<file path="config.mk">
export PLATFORM = sky130hd
export DESIGN_NAME = sync_event_capture
export DESIGN_NICKNAME = d
export VERILOG_FILES = /design/src/rtl/sync_event_capture.sv
export SDC_FILE = /design/constraint.sdc
export NUM_CORES = 1
export LEC_CHECK = 0
export BUFFER_PORTS_ARGS = -buffer_cell sky130_fd_sc_hd__buf_2
export CAP_MARGIN = 15
export CORE_MARGIN = 1.5
export CORE_UTILIZATION = 31
export CTS_BUF_LIST = sky130_fd_sc_hd__clkbuf_2
export DETAILED_ROUTE_END_ITERATION = 8
export SKIP_CTS_REPAIR_TIMING = 1
export SLEW_MARGIN = 15
export SYNTH_ARGS = -nofsm -noshare
export SYNTH_HDL_FRONTEND = slang
export SYNTH_SLANG_ARGS = --single-unit
</file>
<file path="constraint.sdc">
create_clock -name dst_clk -period 2.97 [get_ports dst_clk]
set_input_delay 0.297 -clock dst_clk [delete_from_list [all_inputs] [get_ports dst_clk]]
set_output_delay 0.297 -clock dst_clk [all_outputs]
set_load 0.05 [all_outputs]
</file>
<file path="src/rtl/sync_event_capture.sv">
// Debounced level filter feeding an edge-event FIFO with a wrapping event counter.
// Define SEC_FALLING_EDGE_EN to also queue falling events (else rising only).
module sync_event_capture #(
    parameter int unsigned FILTER_CYCLES = 4,
    parameter int unsigned DEPTH         = 4,
    parameter int unsigned CNT_WIDTH     = 8
) (
    input  logic                 dst_clk,
    input  logic                 rst,
    input  logic                 in_sync,
    output logic                 level,
    output logic                 evt_valid,
    input  logic                 evt_ready,
    output logic                 evt_edge,
    output logic [CNT_WIDTH-1:0] evt_total,
    output logic                 overflow,
    input  logic                 clr_overflow
);

    localparam int unsigned AW = (DEPTH > 1) ? $clog2(DEPTH) : 1;
    localparam logic [7:0]  FLT_LAST = 8'(FILTER_CYCLES - 1);
    localparam logic [AW:0] FULL_CNT = (AW+1)'(DEPTH);

    logic [7:0]           flt_q, flt_d;
    logic                 level_q, level_d;
    logic                 push_q, push_d;
    logic [AW-1:0]        rd_q, rd_d;
    logic [AW-1:0]        wr_q, wr_d;
    logic [AW:0]          cnt_q, cnt_d;
    logic [CNT_WIDTH-1:0] tot_q, tot_d;
    logic                 ovf_q, ovf_d;

`ifdef SEC_FALLING_EDGE_EN
    logic                 push_rise_q, push_rise_d;
    logic [DEPTH-1:0]     mem_q, mem_d;
`endif

    logic full;
    logic pop;
    logic accept;
    logic drop;

    // Filter: a level toggle is registered as a pending push for the next edge.
    always_comb begin
        flt_d   = flt_q;
        level_d = level_q;
        push_d  = 1'b0;
`ifdef SEC_FALLING_EDGE_EN
        push_rise_d = push_rise_q;
`endif
        if (in_sync != level_q) begin
            if (flt_q == FLT_LAST) begin
                level_d = ~level_q;
                flt_d   = 8'd0;
`ifdef SEC_FALLING_EDGE_EN
                push_d      = 1'b1;
                push_rise_d = ~level_q;
`else
                push_d      = ~level_q;
`endif
            end else begin
                flt_d = flt_q + 8'd1;
            end
        end else begin
            flt_d = 8'd0;
        end
    end

    assign full   = (cnt_q == FULL_CNT);
    assign pop    = (cnt_q != '0) & evt_ready;
    assign accept = push_q & (~full | pop);
    assign drop   = push_q & full & ~pop;

    always_comb begin
        wr_d  = wr_q + AW'(accept);
        rd_d  = rd_q + AW'(pop);
        cnt_d = cnt_q + (AW+1)'(accept) - (AW+1)'(pop);
        tot_d = tot_q + CNT_WIDTH'(accept);
        ovf_d = ovf_q;
        // A drop on the same edge as a clear leaves the flag set.
        if (drop) begin
            ovf_d = 1'b1;
        end else if (clr_overflow) begin
            ovf_d = 1'b0;
        end
`ifdef SEC_FALLING_EDGE_EN
        mem_d = mem_q;
        if (accept) begin
            mem_d[wr_q] = push_rise_q;
        end
`endif
    end

    always_ff @(posedge dst_clk) begin
        if (rst) begin
            flt_q   <= 8'd0;
            level_q <= 1'b0;
            push_q  <= 1'b0;
            rd_q    <= '0;
            wr_q    <= '0;
            cnt_q   <= '0;
            tot_q   <= '0;
            ovf_q   <= 1'b0;
`ifdef SEC_FALLING_EDGE_EN
            push_rise_q <= 1'b0;
            mem_q       <= '0;
`endif
        end else begin
            flt_q   <= flt_d;
            level_q <= level_d;
            push_q  <= push_d;
            rd_q    <= rd_d;
            wr_q    <= wr_d;
            cnt_q   <= cnt_d;
            tot_q   <= tot_d;
            ovf_q   <= ovf_d;
`ifdef SEC_FALLING_EDGE_EN
            push_rise_q <= push_rise_d;
            mem_q       <= mem_d;
`endif
        end
    end

    assign level     = level_q;
    assign evt_valid = (cnt_q != '0);
    assign evt_total = tot_q;
    assign overflow  = ovf_q;

`ifdef SEC_FALLING_EDGE_EN
    assign evt_edge = evt_valid & mem_q[rd_q];
`else
    assign evt_edge = 1'b1;
`endif

endmodule

</file>
# [Word-level counts from Yosys, hierarchy flattened]
# Cells that the tools add are included.
[classes] n_mux=2 n_addsub=4 n_eq_ne=3 reduce_logical=5 n_bitwise=10
[op_table] cell="adder 8 x 1 -> 8 bit" count=1
[op_table] cell="adder 8 x 1 -> 8 bit, second input constant" count=1
[op_table] cell="equality test 8 x 2 -> 1 bit, second input constant" count=1
[op_table] cell="OR reduction 3 bit" count=2
[op_table] cell="inverter 1 bit" count=5
[op_table] cell="AND 1 bit" count=4
[op_table] cell="adder 3 x 1 -> 3 bit" count=1
[op_table] cell="equality test 3 bit, second input constant" count=1
[op_table] cell="nonzero test 3 bit" count=1
[op_table] cell="subtractor 3 x 1 -> 3 bit" count=1
[op_table] cell="2-to-1 mux 1 bit" count=2
[op_table] cell="AND reduction 2 bit" count=1
[op_table] cell="nonzero test 2 bit" count=1
[op_table] cell="inequality test 1 bit" count=1
[op_table] cell="bitwise OR 1 bit" count=1
[word_totals] in_bits=5 register_bits=22 out_inout_bits=12 word_cells=30

# [Longest topological paths before layout]
# Gate-level depths: netlist of run 1.
[logic_depth] ltp_word=6 depth_mapped=10 depth_no_buf=10

# [Worst setup path before layout of run 1]
# No wires, ideal clock.
[synth_timing] kind="register to register" startpoint="register cnt_q[1]" endpoint="register cnt_q[2]" setup_slack_ns=0.472 path_stages_with_launch=11 arrival_time_ns=2.420 setup_ns=0.078 n_path_buf=0 synth_period_minus_slack_ns=2.498 path_cell_list="dfxtp_1 -> or3_1 -> and2_1 -> ha_1 -> inv_1 -> ha_1 -> inv_1 -> fa_1 -> xor2_1 -> and2_1 -> nor3_1"
[synth_via] elab_chain_cells=6 word_cells_on_any_way=8
[synth_lines] item="from (decl)" line_no="29" text="logic [AW:0] cnt_q, cnt_d;"
[synth_lines] item="from (signal assigned)" line_no="114" text="cnt_q <= cnt_d;"
[synth_lines] item="nonzero test 3 bit (*)"
[synth_lines] item="net evt_valid" line_no="12" text="output logic evt_valid,"
[synth_lines] item="AND 1 bit (*)" line_no="70" text="assign pop = (cnt_q != '0) & evt_ready;"
[synth_lines] item="bitwise OR 1 bit" line_no="71" text="assign accept = push_q & (~full | pop);"
[synth_lines] item="AND 1 bit" line_no="71"
[synth_lines] item="adder 3 x 1 -> 3 bit" line_no="77" text="cnt_d = cnt_q + (AW+1)'(accept) - (AW+1)'(pop);"
[synth_lines] item="subtractor 3 x 1 -> 3 bit (*)" line_no="77"
# Mark *: on every way through the listed nets, which the timed path passes. The rest lies on a longest branch.
# A chain may end at the register's enable or synchronous reset.

# [Worst setup path after layout of run 1]
[layout_timing] startpoint="register cnt_q[1]" endpoint="register cnt_q[2]"
[layout_via] elab_chain_cells=6 word_cells_on_any_way=8
[layout_lines] item="nonzero test 3 bit / equality test 3 bit (equally long branches)" line_no="70, 69"
[layout_lines] item="AND 1 bit / inverter 1 bit (equally long branches)" line_no="70, 71"
[layout_lines] item="bitwise OR 1 bit" line_no="71"
[layout_lines] item="AND 1 bit" line_no="71"
[layout_lines] item="adder 3 x 1 -> 3 bit" line_no="77"
[layout_lines] item="subtractor 3 x 1 -> 3 bit (*)" line_no="77"
# Mark *: on every way between the ends. The rest lies on a longest branch, timed or not.

==> results, run 1 <==
- The aggregate global routing overflow is 0.
- The worst register-to-register path has a depth of 10.
- The cell with the biggest individual delay on the critical path is sky130_fd_sc_hd__nor4b_1.
- The finished cells cover 1100 µm².
- The register-to-register setup slack is 0.63 ns.
- The repair_antennas step left the layout with diodes totalling 0.
- Setup repair after global routing left no endpoint under its margin.
- Max-cap violations in this run came to 0.
- The number of routed nets with antenna violations is 0.
- The flop and latch count out of synthesis is 22.
- For the worst setup path, the data required time is 3.25 ns.
- TritonCTS built the clock tree.
- The count of final hold-check violations is 0.
- The layout has 303 filler cells.
- The run finished with clean final reports.
- The vias after detailed routing is 741.
- The synthesized netlist net count is 115.
- In this run the most critical hold path is launched from in_sync.
- The die is 58.5 µm wide.
- The most common flop cell mapped by yosys is sky130_fd_sc_hd__dfxtp_1.
- The startpoint type of the worst setup path is a flip-flop.
- The master cell of the clock root buffer is sky130_fd_sc_hd__clkbuf_2.
- The smallest clock period supported by the final layout is computed as 2.34 ns.
- The detailed placer's ending HPWL is 1200 µm.
- In this run the static leakage power is 0.460 nW.
- The detail-routed net length per standard cell is 10.5 µm.
- The floorplan has 19 rows.
- The peak per-stage delay on the critical path is 0.41 ns.
- The core outline area is 2830 µm².
- The die is 58.5 µm tall.
- The setup total negative slack is 0 ns.
- STA classifies the critical path endpoint as a flip-flop.
- The first TritonRoute pass finished after 4 iterations.
- Setup violations remaining at the end of the flow were counted as 0.
- The type of the worst min-delay path is primary input to flip-flop.
- The critical path goes through nor4b_1 > nand2b_1 > ha_1 > inv_1 > ha_1 > inv_1 > fa_1 > xor2_1 > and2_1 > nor3_1.
- In this run, the number of DRC markers left after iteration 0 of detailed routing was 15.
- After detailed placement, the total cell area comes to 1060 µm².
- The share of the cycle needed by the critical path after routing is 0.788.
- The worst hold slack is 0.221 ns.
- For this run, asynchronously set or reset flops after synthesis account for 0.
- The floorplan step defined a die boundary enclosing 3430 µm².
- Synthesis produced 104 cells.
- For this run, the number of Yosys warnings is 0.
- The first global-routing pass estimated 2770 µm of wire.
- The cell area after technology mapping is 956 µm².
- Counting both buffers and inverters, the worst setup path holds a total of 2.
- The maximum number of pins on one net before global-route repair is 16.
- The final count of pins violating max slew is 0.
- After detailed routing, the total wire length is 1590 µm.
- Of the synthesized area, sequential elements account for 0.461.
- After clock tree synthesis, the clock-pin slew on the worst setup and hold paths is 0.22 ns.
- The final core utilization is 0.390.
- The total power per unit cell area is 639 nW/µm².
- The CTS buffer count is 3.
- The startpoint identified for the worst register-to-register timing path is cnt_q[1].
- The clock latency of the later-clocked register in the worst-skew pair is 0.33 ns.
- The kind of critical path is flip-flop to flip-flop.
- The number of cells on the worst hold path is 3.
- The routed via count divided by cell count is 4.88.
- The via count of the first global-routing pass was 669.
- In the final layout, the share of cells above drive strength 1 is 0.174.
- The clock net sink count is 22.
- The worst setup skew after layout is 0.0165 ns.
- The total I/O pin count is 17.
- STA puts the critical path data arrival time at 2.62 ns.
- The area growth from synthesis to layout is 15.4%.
- The number of nets in the layout is 133.
- CTS built an H-tree with a depth of 1.
- The largest driver fanout on the critical path is 4.
- The maximum frequency from static timing analysis is 427 MHz.
- The total routing resource utilization after global routing is 0.103.
- The number of buffers added on ports is 15.
- The number of flops mapped to enable cells by yosys is 0.
- The design draws 0.705 mW.
- At the end of routability-driven placement, the weighted congestion stood at 0.793.
- The count of unique library cells instantiated by Yosys is 27.
- The residual DRC count is 0.
- The endpoint of the lowest-slack register-to-register path is cnt_q[2].
- The clock passes through at most 2 buffers.
- The number of antenna violations at the first check in global routing is 0.
- The mean post-synth cell area is 9.19 µm².
- On the critical path the largest part of the delay comes from simple AND/OR/NAND/NOR gates.
- The worst-case IR drop observed on VDD is 0.000240 V.
- The worst hold path terminates at level.
- The initial core utilization is 0.338.
[where the power goes]
group | leakage (nW) | switching [mW] | internal [mW]
sequential | 0.178 | 0.0204 | 0.316
clock | 0.0266 | 0.0919 | 0.116
combinational | 0.255 | 0.0988 | 0.0615
[registers in the layout, summed over array words and instances (netlist names)]
name / flops
cnt_q: 3
overflow: 1
flt_q: 8
evt_total: 8
push_q: 1
level: 1
[tightest hold or removal path: stages]
cell and delay, ns:
sky130_fd_sc_hd__buf_2 0.11, sky130_fd_sc_hd__nand3_1 0.06, sky130_fd_sc_hd__a21oi_1 0.05
[routing by layer]
metal | up-vias | GRT usage | wire length, µm
met3 | 0 | 0.0418 | 96
met4 | 0 | 0.0299 | 0
met2 | 17 | 0.169 | 781
met5 | - | 0 | 0
met1 | 334 | 0.126 | 712
li1 | 390 | - | -
[metrics by stage]
step,worst slack (ns),cells
detailed placement,0.615,148
CTS,0.630,152
finish,0.631,152
floorplan,0.472,104
global route,0.490,152
global placement,0.694,148
[synth_stat cells (all sizes together) (2+ instances only)]
library cell	count	share of area
a21oi	8	0.042
dfxtp	22	0.46
and2	2	0.013
nand2	4	0.016
nor2	12	0.047
nand3	8	0.042
o21ai	5	0.026
inv	5	0.020
nor3	2	0.010
ha	5	0.065
nor2b	4	0.026
xnor2	3	0.027
or3	6	0.039
nor4b	2	0.025
xor2	5	0.046
[placed cells by master (no fill, tap or decap)]
cell type,instances
sky130_fd_sc_hd__or3_1,6
sky130_fd_sc_hd__dfxtp_1,22
sky130_fd_sc_hd__fa_1,1
sky130_fd_sc_hd__o21ai_0,5
sky130_fd_sc_hd__nor4b_1,1
sky130_fd_sc_hd__o31ai_1,1
sky130_fd_sc_hd__or4_1,1
sky130_fd_sc_hd__inv_1,5
sky130_fd_sc_hd__ha_1,5
sky130_fd_sc_hd__and2_1,2
sky130_fd_sc_hd__a21bo_2,1
sky130_fd_sc_hd__and4_1,1
sky130_fd_sc_hd__a21oi_1,8
sky130_fd_sc_hd__bufinv_16,1
sky130_fd_sc_hd__xnor2_1,3
sky130_fd_sc_hd__nor2_1,12
sky130_fd_sc_hd__nor2b_1,4
sky130_fd_sc_hd__nor3_1,2
sky130_fd_sc_hd__nand2b_1,1
sky130_fd_sc_hd__conb_1,1
sky130_fd_sc_hd__clkbuf_2,3
sky130_fd_sc_hd__nor4b_2,1
sky130_fd_sc_hd__buf_2,15
sky130_fd_sc_hd__a211o_1,1
sky130_fd_sc_hd__nand2_1,4
sky130_fd_sc_hd__xor2_1,5
sky130_fd_sc_hd__nand4_1,1
sky130_fd_sc_hd__nand3_1,8
[how the worst max path moves through the flow]
stage | startpoint | end | slack (ns) | cells past startpoint
finish | cnt_q[1] | cnt_q[2] | 0.63 | 10
global route | cnt_q[1] | cnt_q[2] | 0.49 | 10
CTS | cnt_q[1] | cnt_q[2] | 0.63 | 10
detailed placement | evt_ready | cnt_q[2] | 0.62 | 11
global placement | evt_ready | cnt_q[2] | 0.69 | 11
floorplan | cnt_q[1] | cnt_q[2] | 0.47 | 10
[cell type report]
cell class              count  area, µm²  share of cell area
inverters                   5       18.8              0.0170
clock inverters             1       30.0              0.0272
multi-input cells          75        485               0.440
clock buffers               3       15.0              0.0136
well taps                  31       38.8              0.0351
flip-flops and latches     22        440               0.399
repair buffers             15       75.1              0.0680
[cells by family after synthesis]
group	count (synthesis)	synth area share
and+or+nand+nor	44	0.249
DFF	22	0.461
buffers and inverters	7	0.0314
adders and majority gates	6	0.0864
xor gates and xnor gates	8	0.0733
other	1	0.00392
AOI/OAI and AO/OA	16	0.0956
Note: power is estimated with default switching activity, not from simulation.
==> run 2: changes to the inputs <==
- clock period: 2.97 -> 1.95 ns (I/O delays scaled with it)
==> results, run 2 (synthesis results as in run 1) <==
- The maximum root-to-sink buffer count was 2 (unchanged).
- The diode insertion count for antenna repair is 0 (unchanged).
- The global-route wire length before repair is 2900 µm (+4.8%).
- The met1 layer usage reported by global route is 0.115 (-0.0100).
- The count of H-tree levels built during CTS is 1 (unchanged).
- The post-detailed-routing wire length was 1790 µm (+13%).
- The core outline area is 2830 µm² (unchanged).
- The maximum frequency from static timing analysis is 469 MHz (+9.7%).
- The initial core utilization came to 0.338 (unchanged).
- The number of optimization iterations in the first detailed-route pass is 4 (unchanged).
- The busiest metal layer after global routing is met2.
- The count of standard-cell rows is 19 (unchanged).
- The residual DRC count was 0 (unchanged).
- The minimum clock period after layout is 2.13 ns (-0.208 ns).
- The maximum number of pins on one net before global-route repair came to 16 (unchanged).
- The routed via count divided by cell count came to 4.94 (+1.2%).
- The die extent in x came to 58.5 µm (unchanged).
- The number of nets in the layout is 137 (+3.0%).
- The final worst setup slack is -0.182 ns (-0.812 ns).
- The fraction of final layout cells sized beyond drive strength 1 came to 0.328 (+0.154).
- The CTS buffer count is 3 (unchanged).
- The clock latency of the later-clocked register in the worst-skew pair is 0.32 ns (about the same).
- The die boundary height is 58.5 µm (unchanged).
- From synthesis to final layout, the design area changed by 28.4%.
- The final reports fail on setup timing.
- The total I/O pin count is 17 (unchanged).
- The detail-routed net length per standard cell is 11.5 µm (+9.6%).
- The cell total after placement is 151 (+2.0%).
- The total power per unit cell area is 1000 nW/µm² (+57%).
- The via count of the first global-routing pass was 731 (+9.3%).
- The final count of pins violating max slew is 0 (unchanged).
- The count of final hold-check violations is 0 (unchanged).
- The worst setup skew after layout was 0.0169 ns (+0.000465 ns).
- The most common cell after layout, fill and taps aside is sky130_fd_sc_hd__dfxtp_1.
- The fraction of met3 tracks used by global routing is 0.0396 (-0.00220).
- The overall power of the completed layout is 1.23 mW (+74%).
- The share of the cycle needed by the critical path after routing is 1.09 (+0.305).
- The clock tree from TritonCTS is yes.
- The global routing met2 resource utilization is 0.204 (+0.0353).
- The capturing element type of the critical path is a flip-flop.
- The flow ran to the end, but the final reports show violations.
- The arrival time of data at the critical path endpoint is 2.40 ns (-0.22 ns).
- The detailed placer's ending HPWL is 1270 µm (+5.8%).
- The number of inserted filler cells in the final layout is 292 (-3.6%).
- The startpoint type of the worst setup path is a flip-flop.
- The number of DRC violations after detailed-routing iteration 0 is 29 (+14).
- The summed area of non-filler cells in the final layout is 1230 µm² (+11%).
- The number of antenna violations at the first check in global routing is 0 (unchanged).
- In this run the worst hold path is classified as primary input to flip-flop.
- The kind of critical path is flip-flop to flip-flop.
- The top cell types in the final layout, fill and taps aside, are 19 x sky130_fd_sc_hd__dfxtp_1, 15 x sky130_fd_sc_hd__buf_2, 12 x sky130_fd_sc_hd__nor2_1, 8 x sky130_fd_sc_hd__a21oi_1, 7 x sky130_fd_sc_hd__nand3_1.
- The clock net sink count is 22 (unchanged).
- The total routing resource utilization after global routing was 0.110 (+0.00629).
- The aggregate global routing overflow was 0 (unchanged).
- Setup repair after global routing could not meet its margin everywhere.
- The last weighted congestion value of the routability-driven placer is 0.734 (-7.4%).
- The largest driver fanout on the critical path is 4 (unchanged).
- The required time of the critical path is 2.21 ns (-1.04 ns).
- The number of endpoints failing setup at the final stage is 2 (+2).
- The vias after detailed routing was 770 (+3.9%).
- The number of buffers added on ports is 15 (unchanged).
- The max-cap violation count is 0 (unchanged).
- The area after detailed placement is 1120 µm² (+5.7%).
- The leakage component of the power came to 0.480 nW (+4.4%).
- The clock-pin slew on the worst setup and hold paths is 0.21 ns (about the same).
- The number of routed nets with antenna violations was 0 (unchanged).
- The post-layout instance count excluding filler cells is 156 (+2.6%).
- The maximum vdd ir drop is 0.000652 V (+170%).
- The total die area was 3430 µm² (unchanged).
- CTS placed an instance of sky130_fd_sc_hd__clkbuf_2 at the clock tree root.
==> run 2: cell count changes in the layout (fill, tap and decap cells not counted), moves of 2 or more <==
cell / change
sky130_fd_sc_hd__ha_4: +3
sky130_fd_sc_hd__dfxtp_1: -3
sky130_fd_sc_hd__inv_1: -2
sky130_fd_sc_hd__ha_1: -4
sky130_fd_sc_hd__dfxtp_2: +2
sky130_fd_sc_hd__buf_4: +4
==> run 2: final timing paths <==
path / start / to / slack, ns / cells past startpoint
max: cnt_q[2] / cnt_q[2] / -0.18 / 10
min: in_sync / level / 0.15 / 3
max reg2reg: cnt_q[2] / cnt_q[2] / -0.18 / 10
min reg2reg: flt_q[0] / flt_q[0] / 0.51 / 1
==> run 2: critical path, cell delays in order, from the launching register on <==
cell	delay, ns
sky130_fd_sc_hd__dfxtp_2	0.38
sky130_fd_sc_hd__or3_4	0.39
sky130_fd_sc_hd__and2_4	0.15
sky130_fd_sc_hd__ha_4	0.21
sky130_fd_sc_hd__inv_4	0.05
sky130_fd_sc_hd__ha_4	0.12
sky130_fd_sc_hd__inv_2	0.03
sky130_fd_sc_hd__fa_2	0.34
sky130_fd_sc_hd__xor2_2	0.15
sky130_fd_sc_hd__and2_1	0.13
sky130_fd_sc_hd__nor3_1	0.11
==> run 2: through the flow <==
step / setup TNS [ns] / setup slack [ns] / util / hold WS [ns]
after floorplan: -0.346 / -0.256 / - / 0.259
after global placement: -0.183 / -0.174 / 0.395 / 0.460
after detailed placement: -0.286 / -0.234 / 0.395 / 0.474
after CTS: -0.446 / -0.289 / 0.411 / 0.117
after global routing: -0.341 / -0.261 / 0.434 / 0.0971
final: -0.196 / -0.182 / 0.434 / 0.146
==> run 2: report_power, final <==
part / internal (mW) / switching (mW)
Combinational: 0.189 / 0.199
Sequential: 0.492 / 0.0392
Clock: 0.177 / 0.133
Total: 0.857 / 0.371
==> run 2: per-layer routing <==
metal | share of wire | up-vias
met1 | 0.44 | 359
met4 | 0 | 0
li1 | - | 394
met3 | 0.041 | 0
met2 | 0.52 | 17
met5 | 0 | -
==> run 2: final cells by class <==
cell class | instances | area (µm²) | share of cell area
clock buffer | 3 | 15.0 | 0.0122
inverter | 5 | 21.3 | 0.0173
sequential | 22 | 447 | 0.364
multi-input combinational | 75 | 571 | 0.465
timing repair buffer | 19 | 105 | 0.0856
clock inverter | 1 | 30.0 | 0.0245
tap | 31 | 38.8 | 0.0316
==> run 3: changes to the inputs <==
--- a/config.mk
+++ b/config.mk
@@ -10,3 +10,3 @@
 export CORE_MARGIN = 1.5
-export CORE_UTILIZATION = 31
+export CORE_UTILIZATION = 40
 export CTS_BUF_LIST = sky130_fd_sc_hd__clkbuf_2
==> constraint.sdc (replaced) <==
create_clock -name dst_clk -period 1.95 [get_ports dst_clk]
set_input_delay 0.2925 -clock dst_clk [delete_from_list [all_inputs] [get_ports dst_clk]]
set_output_delay 0.2925 -clock dst_clk [all_outputs]
set_load 0.05 [all_outputs]
==> results, run 3 (synthesis results as in run 1) <==
- The run finished, with violations left.
- The final reports fail on setup timing.
- The total I/O pin count is 17 (unchanged).
- The worst register-to-register path begins at cnt_q[0].
- The diode insertion count for antenna repair is 0 (unchanged).
- The routed via count divided by cell count is 5.03 (+2.0%).
- The length in cells of the worst reg-to-reg path is 10 (unchanged).
- Leaving out fill and tap cells, the most frequent cell in the layout is sky130_fd_sc_hd__dfxtp_1.
- The last weighted congestion value of the routability-driven placer was 0.793 (+8.0%).
- The clock latency of the later-clocked register in the worst-skew pair was 0.32 ns (about the same).
- The worst hold slack was 0.222 ns (+0.0763 ns).
- Setup repair after global routing could not meet its margin everywhere.
- The die extent in x was 51.9 µm (-11%).
- The worst setup path is captured at a flip-flop.
- The cell total after placement was 149 (-1.3%).
- The multi-input combinational cell area is 543 µm² (-4.8%).
- The clock-pin slew on the worst setup and hold paths is 0.20 ns (about the same).
- The CTS buffer count is 3 (unchanged).
- The worst hold path belongs to the class primary input to flip-flop.
- The maximum number of pins on one net before global-route repair came to 16 (unchanged).
- The total die area came to 2690 µm² (-21%).
- The max-cap violation count is 0 (unchanged).
- The initial core utilization came to 0.428 (+0.0901).
- The post-detailed-routing wire length is 1680 µm (-6.3%).
- The final count of pins violating max slew is 0 (unchanged).
- The arrival time of data at the critical path endpoint came to 2.39 ns (about the same).
- The number of buffers added on ports was 15 (unchanged).
- The post-layout instance count excluding filler cells came to 154 (-1.3%).
- Tracing the worst setup path back leads to its startpoint at cnt_q[0].
- The die boundary height is 51.9 µm (-11%).
- The detail-routed net length per standard cell is 10.9 µm (-5.0%).
- The residual DRC count is 0 (unchanged).
- The final worst setup slack was -0.176 ns (+0.00567 ns).
- The number of inserted filler cells in the final layout is 222 (-24%).
- The maximum frequency from static timing analysis is 470 MHz (+0.27%).
- The master cell of the clock root buffer is sky130_fd_sc_hd__clkbuf_2.
- The minimum clock period after layout is 2.13 ns (-0.00567 ns).
- The final core utilization was 0.526 (+0.0922).
- The maximum root-to-sink buffer count is 2 (unchanged).
- The via count of the first global-routing pass was 658 (-10%).
- The area of all sequential standard cells is 444 µm² (-0.56%).
- The total routing resource utilization after global routing is 0.146 (+0.0367).
- The required time of the critical path came to 2.21 ns (about the same).
- The register-to-register setup slack is -0.18 ns (about the same).
- The clock net sink count came to 22 (unchanged).
- The worst setup path is of the flip-flop to flip-flop kind.
- The startpoint identified for the worst hold timing path is in_sync.
- The number of nets in the layout is 138 (+0.73%).
- The startpoint type of the worst setup path is a flip-flop.
- The number of optimization iterations in the first detailed-route pass is 4 (unchanged).
- The placement-stage worst setup slack is -0.322 ns (-0.0880 ns).
- The number of DRC violations after detailed-routing iteration 0 is 5 (-83%).
- The core outline area is 2230 µm² (-21%).
- The leakage component of the power is 0.479 nW (-0.27%).
- The library cells used most frequently in the layout, excluding fill and tap cells, are 19 x sky130_fd_sc_hd__dfxtp_1, 15 x sky130_fd_sc_hd__buf_2, 12 x sky130_fd_sc_hd__nor2_1, 8 x sky130_fd_sc_hd__a21oi_1, 8 x sky130_fd_sc_hd__nand3_1.
- The count of final hold-check violations is 0 (unchanged).
- The number of endpoints failing setup at the final stage was 2 (unchanged).
- The share of the cycle needed by the critical path after routing was 1.09 (-0.00291).
- The worst setup skew after layout was 0.00482 ns (-0.0121 ns).
- The count of standard-cell rows is 17 (-2).
- The total power per unit cell area is 938 nW/µm² (-6.3%).
- The aggregate global routing overflow is 0 (unchanged).
- The maximum vdd ir drop was 0.000614 V (-5.8%).
- The detailed placer's ending HPWL is 1220 µm (-4.0%).
- The overall power of the completed layout was 1.10 mW (-10%).
- The critical path ends at cnt_q[2].
- The endpoint of the lowest-slack register-to-register path is cnt_q[2].
- The largest driver fanout on the critical path is 3 (-1).
- The count of H-tree levels built during CTS is 1 (unchanged).
- The vias after detailed routing was 775 (+0.65%).
- The summed area of non-filler cells in the final layout was 1170 µm² (-4.3%).
- The setup total negative slack is -0.190 ns (+0.00577 ns).
- The number of antenna violations at the first check in global routing is 0 (unchanged).
- Relative to the synthesized area, the layout overhead comes to 22.9%.
- The number of routed nets with antenna violations is 0 (unchanged).
- The fraction of final layout cells sized beyond drive strength 1 is 0.294 (-0.0343).
- TritonCTS built the clock tree.
- The global-route wire length before repair came to 2840 µm (-1.9%).
- The area after detailed placement is 1120 µm² (+0.34%).
run 3: cell count changes in the layout (fill, tap and decap cells not counted), sizes merged:
cell,before,now
bufinv,1,0
buf,19,20
clkinv,0,1
run 3: where the power goes:
part | total (mW) | leakage [nW] | switching (mW) | internal, mW
clock network | 0.176 | 0.0140 | 0.132 | 0.0446
logic | 0.400 | 0.286 | 0.193 | 0.206
registers | 0.526 | 0.179 | 0.0379 | 0.488
total | 1.10 | 0.479 | 0.363 | 0.739
run 3: how the worst min path moves through the flow:
stage | to | slack, ns | cells past startpoint
CTS | level | 0.20 | 3
floorplan | cnt_q[0] | 0.36 | 1
finish | level | 0.22 | 3
global placement | evt_total[7] | 0.46 | 2
detailed placement | flt_q[0] | 0.47 | 1
global route | level | 0.18 | 3
run 3: layer usage:
| layer | track usage | routed length (µm) | share of wire |
|---|---|---|---|
| met1 | 0.182 | 812 | 0.48 |
| met2 | 0.226 | 773 | 0.46 |
| met3 | 0.0345 | 60 | 0.036 |
| met4 | 0.0921 | 31 | 0.018 |
| met5 | 0 | 0 | 0 |
run 3: area by class of cell:
cell class	count	area share
Tap cell	28	0.0298
Sequential cell	22	0.378
Clock buffer	3	0.0128
Timing Repair Buffer	20	0.0958
Clock inverter	1	0.00319
Multi-Input combinational cell	75	0.462
Inverter	5	0.0181
run 3: critical path, cell delays in order (launching register included):
cell	delay, ns
sky130_fd_sc_hd__dfxtp_2	0.39
sky130_fd_sc_hd__or3_4	0.37
sky130_fd_sc_hd__and2_4	0.15
sky130_fd_sc_hd__ha_4	0.21
sky130_fd_sc_hd__inv_4	0.05
sky130_fd_sc_hd__ha_4	0.12
sky130_fd_sc_hd__inv_2	0.03
sky130_fd_sc_hd__fa_2	0.34
sky130_fd_sc_hd__xor2_1	0.15
sky130_fd_sc_hd__and2_1	0.13
sky130_fd_sc_hd__nor3_1	0.11
